## config.mk

```make
export PLATFORM = sky130hd
export DESIGN_NAME = router_fsm_flat
export DESIGN_NICKNAME = d
export VERILOG_FILES = /design/src/rtl/router_fsm_if.sv /design/src/rtl/router_fsm.sv /design/src/flat_wrapper.sv
export SDC_FILE = /design/constraint.sdc
export NUM_CORES = 1
export LEC_CHECK = 0
export ABC_AREA = 1
export CAP_MARGIN = 5
export CORE_AREA = 5 5 42 44
export CTS_CLUSTER_DIAMETER = 40
export DETAILED_ROUTE_END_ITERATION = 10
export DIE_AREA = 0 0 47 49
export PLACE_DENSITY = 0.81
export SLEW_MARGIN = 40
export SYNTH_ARGS = -nofsm -noshare
export SYNTH_HDL_FRONTEND = slang
export SYNTH_SLANG_ARGS = --single-unit
```

## constraint.sdc

```tcl
create_clock -name clk -period 1.65 [get_ports clk]
set_input_delay 0.495 -clock clk [delete_from_list [all_inputs] [get_ports clk]]
set_output_delay 0.495 -clock clk [all_outputs]
set_load 0.01 [all_outputs]
```

## src/rtl/router_fsm_if.sv

```systemverilog
// Bundle of the source, FIFO and register-block signals seen by the 1x3
// router control FSM. The slave modport is the FSM's view; the master
// modport is the surrounding datapath (or a testbench) driving it.
interface router_fsm_if #(
  parameter int ADDR_W = 2
);
  logic              pkt_valid;
  logic [ADDR_W-1:0] data_in;
  logic              fifo_full;
  logic              fifo_empty_0;
  logic              fifo_empty_1;
  logic              fifo_empty_2;
  logic              soft_rst_0;
  logic              soft_rst_1;
  logic              soft_rst_2;
  logic              parity_done;
  logic              low_pkt_valid;

  logic              detect_add;
  logic              lfd_state;
  logic              ld_state;
  logic              laf_state;
  logic              full_state;
  logic              write_enb_reg;
  logic              rst_int_reg;
  logic              busy;

  modport slave (
    input  pkt_valid, data_in, fifo_full,
    input  fifo_empty_0, fifo_empty_1, fifo_empty_2,
    input  soft_rst_0, soft_rst_1, soft_rst_2,
    input  parity_done, low_pkt_valid,
    output detect_add, lfd_state, ld_state, laf_state, full_state,
    output write_enb_reg, rst_int_reg, busy
  );

  modport master (
    output pkt_valid, data_in, fifo_full,
    output fifo_empty_0, fifo_empty_1, fifo_empty_2,
    output soft_rst_0, soft_rst_1, soft_rst_2,
    output parity_done, low_pkt_valid,
    input  detect_add, lfd_state, ld_state, laf_state, full_state,
    input  write_enb_reg, rst_int_reg, busy
  );
endinterface

```

## src/rtl/router_fsm.sv

```systemverilog
// Control FSM of the 1x3 router: header decode, payload/parity load,
// full stall and parity check for one packet at a time.
// Optional build macro ROUTER_FSM_DBG_EN adds a state_dbg[2:0] output
// carrying the raw state register.
module router_fsm #(
  parameter int ADDR_W = 2
) (
  input  logic           clk,
  input  logic           rstn,
  router_fsm_if.slave    bus
`ifdef ROUTER_FSM_DBG_EN
  ,
  output logic [2:0]     state_dbg
`endif
);

  localparam int N_SLOTS = 1 << ADDR_W;

  // Fixed encoding so the debug port always reads the same numbers.
  typedef enum logic [2:0] {
    DECODE_ADDRESS     = 3'd0,
    LOAD_FIRST_DATA    = 3'd1,
    LOAD_DATA          = 3'd2,
    LOAD_PARITY        = 3'd3,
    FIFO_FULL_STATE    = 3'd4,
    LOAD_AFTER_FULL    = 3'd5,
    WAIT_TILL_EMPTY    = 3'd6,
    CHECK_PARITY_ERROR = 3'd7
  } state_t;

  state_t            state_q, state_d;
  logic [ADDR_W-1:0] addr_q, addr_d;

  // Per-FIFO flags widened to every address code; code 3 maps to 0 so an
  // invalid address never looks empty or soft-reset.
  logic [2:0]         empty3, srst3;
  logic [N_SLOTS-1:0] empty_vec, srst_vec;

  assign empty3 = {bus.fifo_empty_2, bus.fifo_empty_1, bus.fifo_empty_0};
  assign srst3  = {bus.soft_rst_2, bus.soft_rst_1, bus.soft_rst_0};

  for (genvar gi = 0; gi < N_SLOTS; gi++) begin : g_slot
    if (gi < 3) begin : g_real
      assign empty_vec[gi] = empty3[gi];
      assign srst_vec[gi]  = srst3[gi];
    end else begin : g_none
      assign empty_vec[gi] = 1'b0;
      assign srst_vec[gi]  = 1'b0;
    end
  end

  logic din_valid;
  assign din_valid = (32'(bus.data_in) < 32'd3);

  // Next-state and address-latch logic; a soft reset of the selected FIFO
  // overrides every other transition outside DECODE_ADDRESS.
  always_comb begin
    state_d = state_q;
    addr_d  = addr_q;
    if (state_q == DECODE_ADDRESS && bus.pkt_valid)
      addr_d = bus.data_in;

    case (state_q)
      DECODE_ADDRESS: begin
        if (bus.pkt_valid && din_valid)
          state_d = empty_vec[bus.data_in] ? LOAD_FIRST_DATA : WAIT_TILL_EMPTY;
      end
      LOAD_FIRST_DATA: state_d = LOAD_DATA;
      LOAD_DATA: begin
        if (bus.fifo_full)       state_d = FIFO_FULL_STATE;
        else if (!bus.pkt_valid) state_d = LOAD_PARITY;
      end
      LOAD_PARITY: state_d = CHECK_PARITY_ERROR;
      FIFO_FULL_STATE: begin
        if (!bus.fifo_full) state_d = LOAD_AFTER_FULL;
      end
      LOAD_AFTER_FULL: begin
        if (bus.parity_done)        state_d = DECODE_ADDRESS;
        else if (bus.low_pkt_valid) state_d = LOAD_PARITY;
        else                        state_d = LOAD_DATA;
      end
      WAIT_TILL_EMPTY: begin
        if (empty_vec[addr_q]) state_d = LOAD_FIRST_DATA;
      end
      CHECK_PARITY_ERROR: begin
        state_d = bus.fifo_full ? FIFO_FULL_STATE : DECODE_ADDRESS;
      end
      default: state_d = DECODE_ADDRESS;
    endcase

    if (state_q != DECODE_ADDRESS && srst_vec[addr_q])
      state_d = DECODE_ADDRESS;
  end

  // State and address registers with asynchronous active-low reset.
  always_ff @(posedge clk or negedge rstn) begin
    if (!rstn) begin
      state_q <= DECODE_ADDRESS;
      addr_q  <= '0;
    end else begin
      state_q <= state_d;
      addr_q  <= addr_d;
    end
  end

  logic detect_add, lfd_state, ld_state, laf_state, full_state;
  logic write_enb_reg, rst_int_reg, busy;

  // Moore output decode from the registered state.
  always_comb begin
    detect_add    = 1'b0;
    lfd_state     = 1'b0;
    ld_state      = 1'b0;
    laf_state     = 1'b0;
    full_state    = 1'b0;
    write_enb_reg = 1'b0;
    rst_int_reg   = 1'b0;
    busy          = 1'b0;
    case (state_q)
      DECODE_ADDRESS:     detect_add = 1'b1;
      LOAD_FIRST_DATA:    begin lfd_state = 1'b1; write_enb_reg = 1'b1; busy = 1'b1; end
      LOAD_DATA:          begin ld_state  = 1'b1; write_enb_reg = 1'b1; end
      LOAD_PARITY:        begin write_enb_reg = 1'b1; busy = 1'b1; end
      FIFO_FULL_STATE:    begin full_state = 1'b1; busy = 1'b1; end
      LOAD_AFTER_FULL:    begin laf_state = 1'b1; write_enb_reg = 1'b1; busy = 1'b1; end
      WAIT_TILL_EMPTY:    busy = 1'b1;
      CHECK_PARITY_ERROR: begin rst_int_reg = 1'b1; busy = 1'b1; end
      default:            detect_add = 1'b1;
    endcase
  end

  assign bus.detect_add    = detect_add;
  assign bus.lfd_state     = lfd_state;
  assign bus.ld_state      = ld_state;
  assign bus.laf_state     = laf_state;
  assign bus.full_state    = full_state;
  assign bus.write_enb_reg = write_enb_reg;
  assign bus.rst_int_reg   = rst_int_reg;
  assign bus.busy          = busy;

`ifdef ROUTER_FSM_DBG_EN
  assign state_dbg = state_q;
`endif

endmodule

```

## src/flat_wrapper.sv

```systemverilog
// flat-port wrapper written by rule: the top's interface ports become plain ports
module router_fsm_flat 
#(
  parameter int ADDR_W = 2
)
  (clk, rstn, bus_pkt_valid, bus_data_in, bus_fifo_full, bus_fifo_empty_0, bus_fifo_empty_1, bus_fifo_empty_2, bus_soft_rst_0, bus_soft_rst_1, bus_soft_rst_2, bus_parity_done, bus_low_pkt_valid, bus_detect_add, bus_lfd_state, bus_ld_state, bus_laf_state, bus_full_state, bus_write_enb_reg, bus_rst_int_reg, bus_busy);
  router_fsm_if #(.ADDR_W(ADDR_W)) bus_i ();
  input  logic clk;
  input  logic rstn;
  input wire logic [$bits(bus_i.pkt_valid)-1:0] bus_pkt_valid;
  input wire logic [$bits(bus_i.data_in)-1:0] bus_data_in;
  input wire logic [$bits(bus_i.fifo_full)-1:0] bus_fifo_full;
  input wire logic [$bits(bus_i.fifo_empty_0)-1:0] bus_fifo_empty_0;
  input wire logic [$bits(bus_i.fifo_empty_1)-1:0] bus_fifo_empty_1;
  input wire logic [$bits(bus_i.fifo_empty_2)-1:0] bus_fifo_empty_2;
  input wire logic [$bits(bus_i.soft_rst_0)-1:0] bus_soft_rst_0;
  input wire logic [$bits(bus_i.soft_rst_1)-1:0] bus_soft_rst_1;
  input wire logic [$bits(bus_i.soft_rst_2)-1:0] bus_soft_rst_2;
  input wire logic [$bits(bus_i.parity_done)-1:0] bus_parity_done;
  input wire logic [$bits(bus_i.low_pkt_valid)-1:0] bus_low_pkt_valid;
  output wire logic [$bits(bus_i.detect_add)-1:0] bus_detect_add;
  output wire logic [$bits(bus_i.lfd_state)-1:0] bus_lfd_state;
  output wire logic [$bits(bus_i.ld_state)-1:0] bus_ld_state;
  output wire logic [$bits(bus_i.laf_state)-1:0] bus_laf_state;
  output wire logic [$bits(bus_i.full_state)-1:0] bus_full_state;
  output wire logic [$bits(bus_i.write_enb_reg)-1:0] bus_write_enb_reg;
  output wire logic [$bits(bus_i.rst_int_reg)-1:0] bus_rst_int_reg;
  output wire logic [$bits(bus_i.busy)-1:0] bus_busy;
  assign bus_i.pkt_valid = bus_pkt_valid;
  assign bus_i.data_in = bus_data_in;
  assign bus_i.fifo_full = bus_fifo_full;
  assign bus_i.fifo_empty_0 = bus_fifo_empty_0;
  assign bus_i.fifo_empty_1 = bus_fifo_empty_1;
  assign bus_i.fifo_empty_2 = bus_fifo_empty_2;
  assign bus_i.soft_rst_0 = bus_soft_rst_0;
  assign bus_i.soft_rst_1 = bus_soft_rst_1;
  assign bus_i.soft_rst_2 = bus_soft_rst_2;
  assign bus_i.parity_done = bus_parity_done;
  assign bus_i.low_pkt_valid = bus_low_pkt_valid;
  assign bus_detect_add = bus_i.detect_add;
  assign bus_lfd_state = bus_i.lfd_state;
  assign bus_ld_state = bus_i.ld_state;
  assign bus_laf_state = bus_i.laf_state;
  assign bus_full_state = bus_i.full_state;
  assign bus_write_enb_reg = bus_i.write_enb_reg;
  assign bus_rst_int_reg = bus_i.rst_int_reg;
  assign bus_busy = bus_i.busy;
  router_fsm #(.ADDR_W(ADDR_W)) u_core (.clk(clk), .rstn(rstn), .bus(bus_i));
endmodule
```

Word-level counts from Yosys, hierarchy flattened
Cells that the tools add are included.
Storage, ports and cells
  bits in registers: 5
  input port bits: 14
  output and inout bits: 8
  word-level logic and storage cells: 49
Operators by class
  magnitude comparators: 3
  equal/unequal tests: 11
  muxes and demuxes: 25
  reductions and logical operators: 8
Operators with widths (count)
  3-bit two-way mux: 9
  3-bit one-hot mux with 8 select lines: 1
  3-bit == test, second input constant: 4
  1-bit two-way mux: 12
  1-bit binary-select mux with 2-bit select: 3
  3-bit by 2-bit == test with 1-bit output, second input constant: 2
  2-bit by 3-bit less-than comparator with 1-bit output, second input constant: 2
  6-bit OR reduction: 1
  4-bit by 3-bit inequality test with 1-bit output, second input constant: 1
  4-bit AND reduction: 1
  4-bit OR reduction: 1
  3-bit by 1-bit == test with 1-bit output, second input constant: 1
  1-bit logical AND: 3
  3-bit logical NOT: 1
  3-bit by 1-bit inequality test with 1-bit output, second input constant: 1
  3-bit by 2-bit inequality test with 1-bit output, second input constant: 1
  3-bit inequality test, second input constant: 1
  3-bit nonzero test: 1
  2-bit less-than comparator, second input constant: 1

Longest topological paths before layout
Gate-level depths: netlist of the first run.
  depth in word-level cells: 6
  mapped depth: 9
  gate-level depth less buffers: 9

Worst setup path after synthesis of the first run
Ideal clock, no wire load.
  path type: flip-flop to output port
  start point: register u_core.state_q[0]
  end point: output bus_busy
  arrival time: 0.727 ns
  required time: 1.155 ns
  path slack: 0.428 ns
  stages on the path, launching flop included: 4
  buffers on the path: 0
  cells stage by stage: dfrtp_1 -> nor2_2 -> nand2_1 -> nand3_1
Between the ends
  longest elaborated chain between the ends: 3
  elaborated cells on any way between the ends: 8
  those cells by class: eq/ne (6); mux (1); reduce/logical (1)
RTL lines
  from (decl): RTL line router_fsm.sv:31  | state_t state_q, state_d;
  from (signal assigned): RTL line router_fsm.sv:101  | state_q <= state_d;
  3-bit by 1-bit == test with 1-bit output (tied with other cells): RTL line router_fsm.sv:119  | case (state_q)
  6-bit OR reduction (no line) (*)
  1-bit two-way mux (*): RTL line router_fsm.sv:119
  to (decl): RTL line flat_wrapper.sv:28  | output wire logic [$bits(bus_i.busy)-1:0] bus_busy;
Every way passes the cells marked *; elsewhere a longest branch is shown, timed or not.

Final worst setup path of the first run
  start point: register u_core.state_q[1]
  end point: output bus_write_enb_reg
Between the ends
  longest elaborated chain between the ends: 3
  elaborated cells on any way between the ends: 6
  those cells by class: eq/ne (4); mux (1); reduce/logical (1)
RTL lines
  3-bit by 2-bit == test with 1-bit output (tied with other cells): RTL line router_fsm.sv:119
  4-bit OR reduction (no line) (*)
  1-bit two-way mux (*): RTL line router_fsm.sv:119
  to (decl): RTL line flat_wrapper.sv:26  | output wire logic [$bits(bus_i.write_enb_reg)-1:0] bus_write_enb_reg;
Marked as above.

==> flow_summary.toml, run 1 <==
[outcome]
outcome = "complete, no violations"

[sta]
finalSetupTns_ns = 0
worst_pin_slew_ns = 0.208
maxClockFrequency_mhz = 624
skew_ns = 0.000257
slew_headroom_pct = 86.1
hold_ws_ns = 0.475
fin_crit_ns = 1.60
finalMaxSlewViolations = 0
rsz0062_at_grt = "true"
setup_violations = 0
hold_violations = 0
finalCritPeriodShare_pct = 97.2

[worst_setup_path]
cpPeakStageDelay_ns = 0.44
critPathSlowestCell = "dfrtp_2"
worstPathCellList = "inv_1, nand2_2, nand2_1, clkdlybuf4s15_2"
worstPathRequired_ns = 1.15
cp_top_family = "flip-flops"
worst_setup_path_start_kind = "flip-flop"
cp-end-kind = "output pin"
crit_fanout = 4
crit_type = "flip-flop to output pin"
arrival_ns = 1.11
critPathBufInv = 2

[route]
avgViaCountPerCell = 4.58
drtAntennaViolNets = 0
wl_per_cell_um = 10.1
drtIter0Drc = 14
routed_wl_um = 1380
drc = 0
drt_pass1_iterations = 4
vias = 627

[power]
peakVddDrop_uv = 840
p_per_area_nw_per_um2 = 1580
p_leak_uw = 0.000441

[final_layout]
final_nets = 136
design_area_um2 = 803
regArea_um2 = 129
drive_gt1_share_pct = 31.4
multi_input_area_um2 = 307
diodes = 0
fillers = 140
syn_to_final_growth_pct = 67.6

[grt]
first_global_vias = 576
grt_max_degree = 7
grt.total_usage_pct = 13.2
antenna_found_initial = 0
grt_pass1_wl_um = 2250
grt.overflow.total = 0

[clock_tree]
cts_tree = "done"
clock-sinks = 5
cts_made_buffers = 3
postCtsHoldBufs = 0
cts_root_buffer = "clkbuf_4"
clk_path_buf_depth = 2
htreeDepth = 1
clk_latency_ns = 0.23
path_clk_slew_ns = 0.04

[floorplan]
pin_count = 22
start_util_pct = 34.2
die_y_um = 49
die_w_um = 47
num_rows = 14
core_area_um2 = 1400
die-area_um2 = 2300

[logic_synthesis]
synth_top_family_by_area = "simple AND/OR/NAND/NOR gates"
yosysSeqAreaShare_pct = 26.1
yosysTopAreaCellShare_pct = 26.1
yosys.area_share.simple_pct = 50.9
ys_seq_elements = 5
syn_avg_cell_area_um2 = 5.64
synth_cells = 85
yosys_warnings = 0
synthAdderAreaFrac_pct = 0
syn_nets = 99
synthXorXnorAreaFrac_pct = 0
synthMuxAreaShare_pct = 0
yosysTopAreaCell = "dfrtp_1"
syn_area_um2 = 479
synth_cell_types = 15
synth_compound_area_share_pct = 10.4
ys_top_cells_by_area = "dfrtp_1 26%, nand2_1 20%, nand3_1 9.4%"

[place]
numPortBuffers = 21
place.gp.congestion = 0.826
dpl_cell_area_um2 = 785
dp_hpwl_um = 1160

[job]
maxCapViolCount = 0

[min_path]
hp-class = "primary input to asynchronous set/reset pin"
cell type report:
cell class	instances	share of cell area, %
Clock buffer	4	3.27
Inverter	16	7.79
Multi-Input combinational cell	64	38.2
Sequential cell	5	16.0
Tap cell	16	2.49
Timing Repair Buffer	32	32.2
cell families after synthesis:
kind of cell	count (synthesis)
buffers and inverters	16
AND/OR/NAND/NOR	54
flip-flops	5
AO/OA/AOI/OAI	10
state kept, by name, indices dropped and copies added (netlist names):
signal          flops
u_core.state_q      3
u_core.addr_q       2
power by group:
part / total (uW) / leakage, uW / switching, uW / internal (uW)
Sequential: 272 / 0.0000593 / 85.6 / 187
Combinational: 860 / 0.000366 / 467 / 393
Clock: 134 / 0.0000150 / 42.6 / 90.9
Total: 1270 / 0.000441 / 595 / 671
metal layers:
layer | vias to the layer above | global-route usage (%) | part of all wire (%)
li1 | 336 | - | -
met1 | 272 | 15.8 | 42
met2 | 13 | 20.4 | 50
met3 | 6 | 2.21 | 3.8
met4 | 0 | 8.76 | 4.4
met5 | - | 0 | 0
what timing repair did:
item                       CTS  global route
setup endpoints to repair    8             6
buffers inserted             1             0
resized for setup           31             6
layout by cell type, fill, tap and decap left out:
master	instances
clkinv_1	1
clkbuf_1	1
a21oi_1	5
clkdlybuf4s15_2	1
o21ai_0	3
inv_1	11
inv_2	3
clkbuf_2	1
dfrtp_1	2
nand3b_1	1
nor2_1	10
inv_4	1
dfrtp_2	3
nor2_4	1
nor2_2	5
clkdlybuf4s50_1	13
or2_1	1
buf_4	11
nand2_2	1
clkbuf_4	3
nand3_1	9
buf_2	6
nand2_1	24
o21ai_1	2
nand3_2	1
nand2_4	1
through the flow:
step	setup WS, ns	cells	total power [uW]	util, %
finish	0.0465	137	1270	57.3
global placement	-0.112	132	1130	56.0
floorplan	0.428	85	731	-
detailed placement	-0.140	132	1150	56.0
CTS	0.00573	137	1270	57.9
global route	-0.0334	137	1400	57.3
cells in the mapped netlist:
library cell   n
a21oi_1        5
clkinv_1       1
dfrtp_1        5
inv_1         11
inv_2          4
nand2_1       25
nand2_2        1
nand3_1        9
nand3_2        1
nand3b_1       1
nor2_1        10
nor2_2         6
o21ai_0        3
o21ai_1        2
or2_1          1
final timing paths:
path | cells after the start | slack, ns | from | to
max reg2reg | 8 | 0.29 | u_core.state_q[0] | u_core.state_q[1]
min in group clk | 2 | 0.58 | u_core.addr_q[1] | u_core.addr_q[1]
min reg2reg | 2 | 0.58 | u_core.addr_q[1] | u_core.addr_q[1]
max | 4 | 0.05 | u_core.state_q[1] | bus_write_enb_reg
min | 1 | 0.47 | rstn | u_core.addr_q[0]
max in group asynchronous | 1 | 0.98 | rstn | u_core.state_q[0]
Note: power is estimated with default switching activity, not from simulation.
==> run 2, diff against run 1 <==
- CAP_MARGIN: 5 -> not set
==> results of run 2 <==
Same layout as run 1: the final DEF is identical, and so are final timing and power.
==> run 3, diff against run 2 <==
- PLACE_DENSITY: 0.81 -> 0.71
==> run 3 against run 2 <==
Net effect: sequential cell count is the same; clock-buffer cell count stayed put; register-to-register slack lost 0.07 ns; routed wire length down 2.2%; worst setup slack worse by 0.023 ns; worst hold slack worse by 0.0077 ns; largest power group unchanged; non-clock buffer count increased by 1; total power increased by 4.3%; clock skew hardly changed; critical endpoint is now bus_full_state; sequential power about the same; clock power is essentially flat; critical path type unchanged.
==> flow_summary.toml, run 3 (synthesis gave the netlist of run 1 again) <==
[power]
power_switching_share_pct = 47.1
p_leak_uw = 0.000447
p_seq_share_pct = 20.5
peakVddDrop_uv = 846
power.switching_uw = 622
p_comb_share_pct = 69.1
p_int_uw = 699
p_per_area_nw_per_um2 = 1590
clkPwrFrac_pct = 10.4
p_total_uw = 1320

[final_layout]
regMostFlops = "u_core.state_q"
syn_to_final_growth_pct = 73.4
mostFrequentLayoutCell = "nand2_1"
drive_gt1_share_pct = 34.4
reg_top3 = "u_core.state_q (3), u_core.addr_q (2)"
final_nets = 137
layout.cells.non_filler = 138
diodes = 0
final_cell_mix = "21 x nand2_1, 13 x clkdlybuf4s50_1, 11 x inv_1, 11 x buf_4, 10 x nor2_1"
largest_reg_flops = 3
fillers = 137

[worst_setup_path]
worstPathRequired_ns = 1.15
worst_setup_path_start_kind = "flip-flop"
worstReg2RegEnd = "u_core.state_q[2]"
crit_fanout = 4
ff2ff_path_depth = 10
r2r_start = "u_core.state_q[1]"
ff2ff_setup_slack_ns = 0.22
crit_type = "flip-flop to output pin"
arrival_ns = 1.13
cp-end-kind = "output pin"

[clock_tree]
cts_tree = "done"
cts_made_buffers = 3
htreeDepth = 1
clk_latency_ns = 0.24
cts_root_buffer = "clkbuf_4"
clk_path_buf_depth = 2
path_clk_slew_ns = 0.04
clock-sinks = 5
postCtsHoldBufs = 0

[sta]
worst_slack_ns = 0.0231
setup_violations = 0
skew_ns = 0.000315
finalCritPeriodShare_pct = 98.6
slew_headroom_pct = 86.7
worst_pin_slew_ns = 0.199
finalSetupTns_ns = 0
hold_violations = 0
maxClockFrequency_mhz = 615
finalMaxSlewViolations = 0
rsz0062_at_grt = "true"
fin_crit_ns = 1.63

[floorplan]
core_area_um2 = 1400
die_w_um = 47
start_util_pct = 34.2
die_y_um = 49
pin_count = 22
num_rows = 14
die-area_um2 = 2300

[grt]
grt.total_usage_pct = 12.4
grt_max_degree = 7
grt.overflow.total = 0
first_global_vias = 537
grt_pass1_wl_um = 2130
antenna_found_initial = 0

[route]
drc = 0
drtAntennaViolNets = 0
vias = 620
avgViaCountPerCell = 4.49
wl_per_cell_um = 9.81
drtIter0Drc = 7
drt_pass1_iterations = 4
routed_wl_um = 1350

[place]
dp_hpwl_um = 1110
numPortBuffers = 21
place.gp.congestion = 0.863
dp.cells = 133
place_ws_ns = -0.115

[job]
maxCapViolCount = 0

[min_path]
hp-class = "primary input to asynchronous set/reset pin"

[outcome]
outcome = "complete, no violations"
==> run 3: cell types whose count changed in the layout (fill, tap and decap cells not counted) <==
cell      delta
nand2_2      +3
clkbuf_2     +2
buf_6        +2
inv_2        +1
nor2_4       +1
buf_2        -3
nor2_2       -1
nand2_1      -3
inv_4        -1
==> run 3: per-stage QoR <==
step	hold WS (ns)	utilization [%]	instance area, um^2
floorplan	0.199	-	479
global placement	0.540	56.5	792
detailed placement	0.544	56.5	792
CTS	0.465	57.6	807
global route	0.470	59.3	831
finish	0.467	59.3	831
==> run 3: critical path, cell delays in order (launching register included) <==
cell and delay [ns]:
dfrtp_2 0.44, nor2_4 0.13, nand2_2 0.07, inv_1 0.05, clkdlybuf4s15_2 0.21
==> run 3: how the worst max path moves through the flow <==
| stage | startpoint | endpoint | slack [ns] |
|---|---|---|---|
| floorplan | u_core.state_q[0] | bus_busy | 0.43 |
| global placement | u_core.state_q[2] | bus_ld_state | -0.12 |
| detailed placement | u_core.state_q[2] | bus_ld_state | -0.11 |
| CTS | u_core.state_q[0] | bus_full_state | -0.02 |
| global route | u_core.state_q[1] | bus_full_state | -0.04 |
| finish | u_core.state_q[1] | bus_full_state | 0.02 |
==> run 3: repair_timing <==
action / 4_1_cts / 5_1_grt
pin swaps: 0 / 1
setup buffers: 0 / 1
setup endpoints to repair: 8 / 6
gates resized for setup: 29 / 11
cloned: 0 / 0
==> run 3: layer usage <==
layer	global-route usage [%]	vias to the layer above	share of wire [%]	wire [um]
li1	-	336	-	-
met1	15.2	266	43	583
met2	19.5	14	51	687
met3	2.21	4	4.0	54
met4	6.91	0	2.1	29
met5	0	-	0	0
==> run 3: final cells by class <==
cell class / count / area (um^2) / share of cell area (%)
Inverter: 16 / 60.1 / 7.23
Sequential cell: 5 / 129 / 15.5
Multi-Input combinational cell: 64 / 319 / 38.4
Timing Repair Buffer: 33 / 277 / 33.3
Clock buffer: 4 / 26.3 / 3.16
Tap cell: 16 / 20.0 / 2.41
==> run 3: power by group through the flow <==
stage	clock network (uW)	registers [uW]	logic, uW
after detailed placement	0	250	897
after floorplan	0	239	492
after global placement	0	245	890
after CTS	143	253	842
after global routing	155	277	1020
final	137	271	913
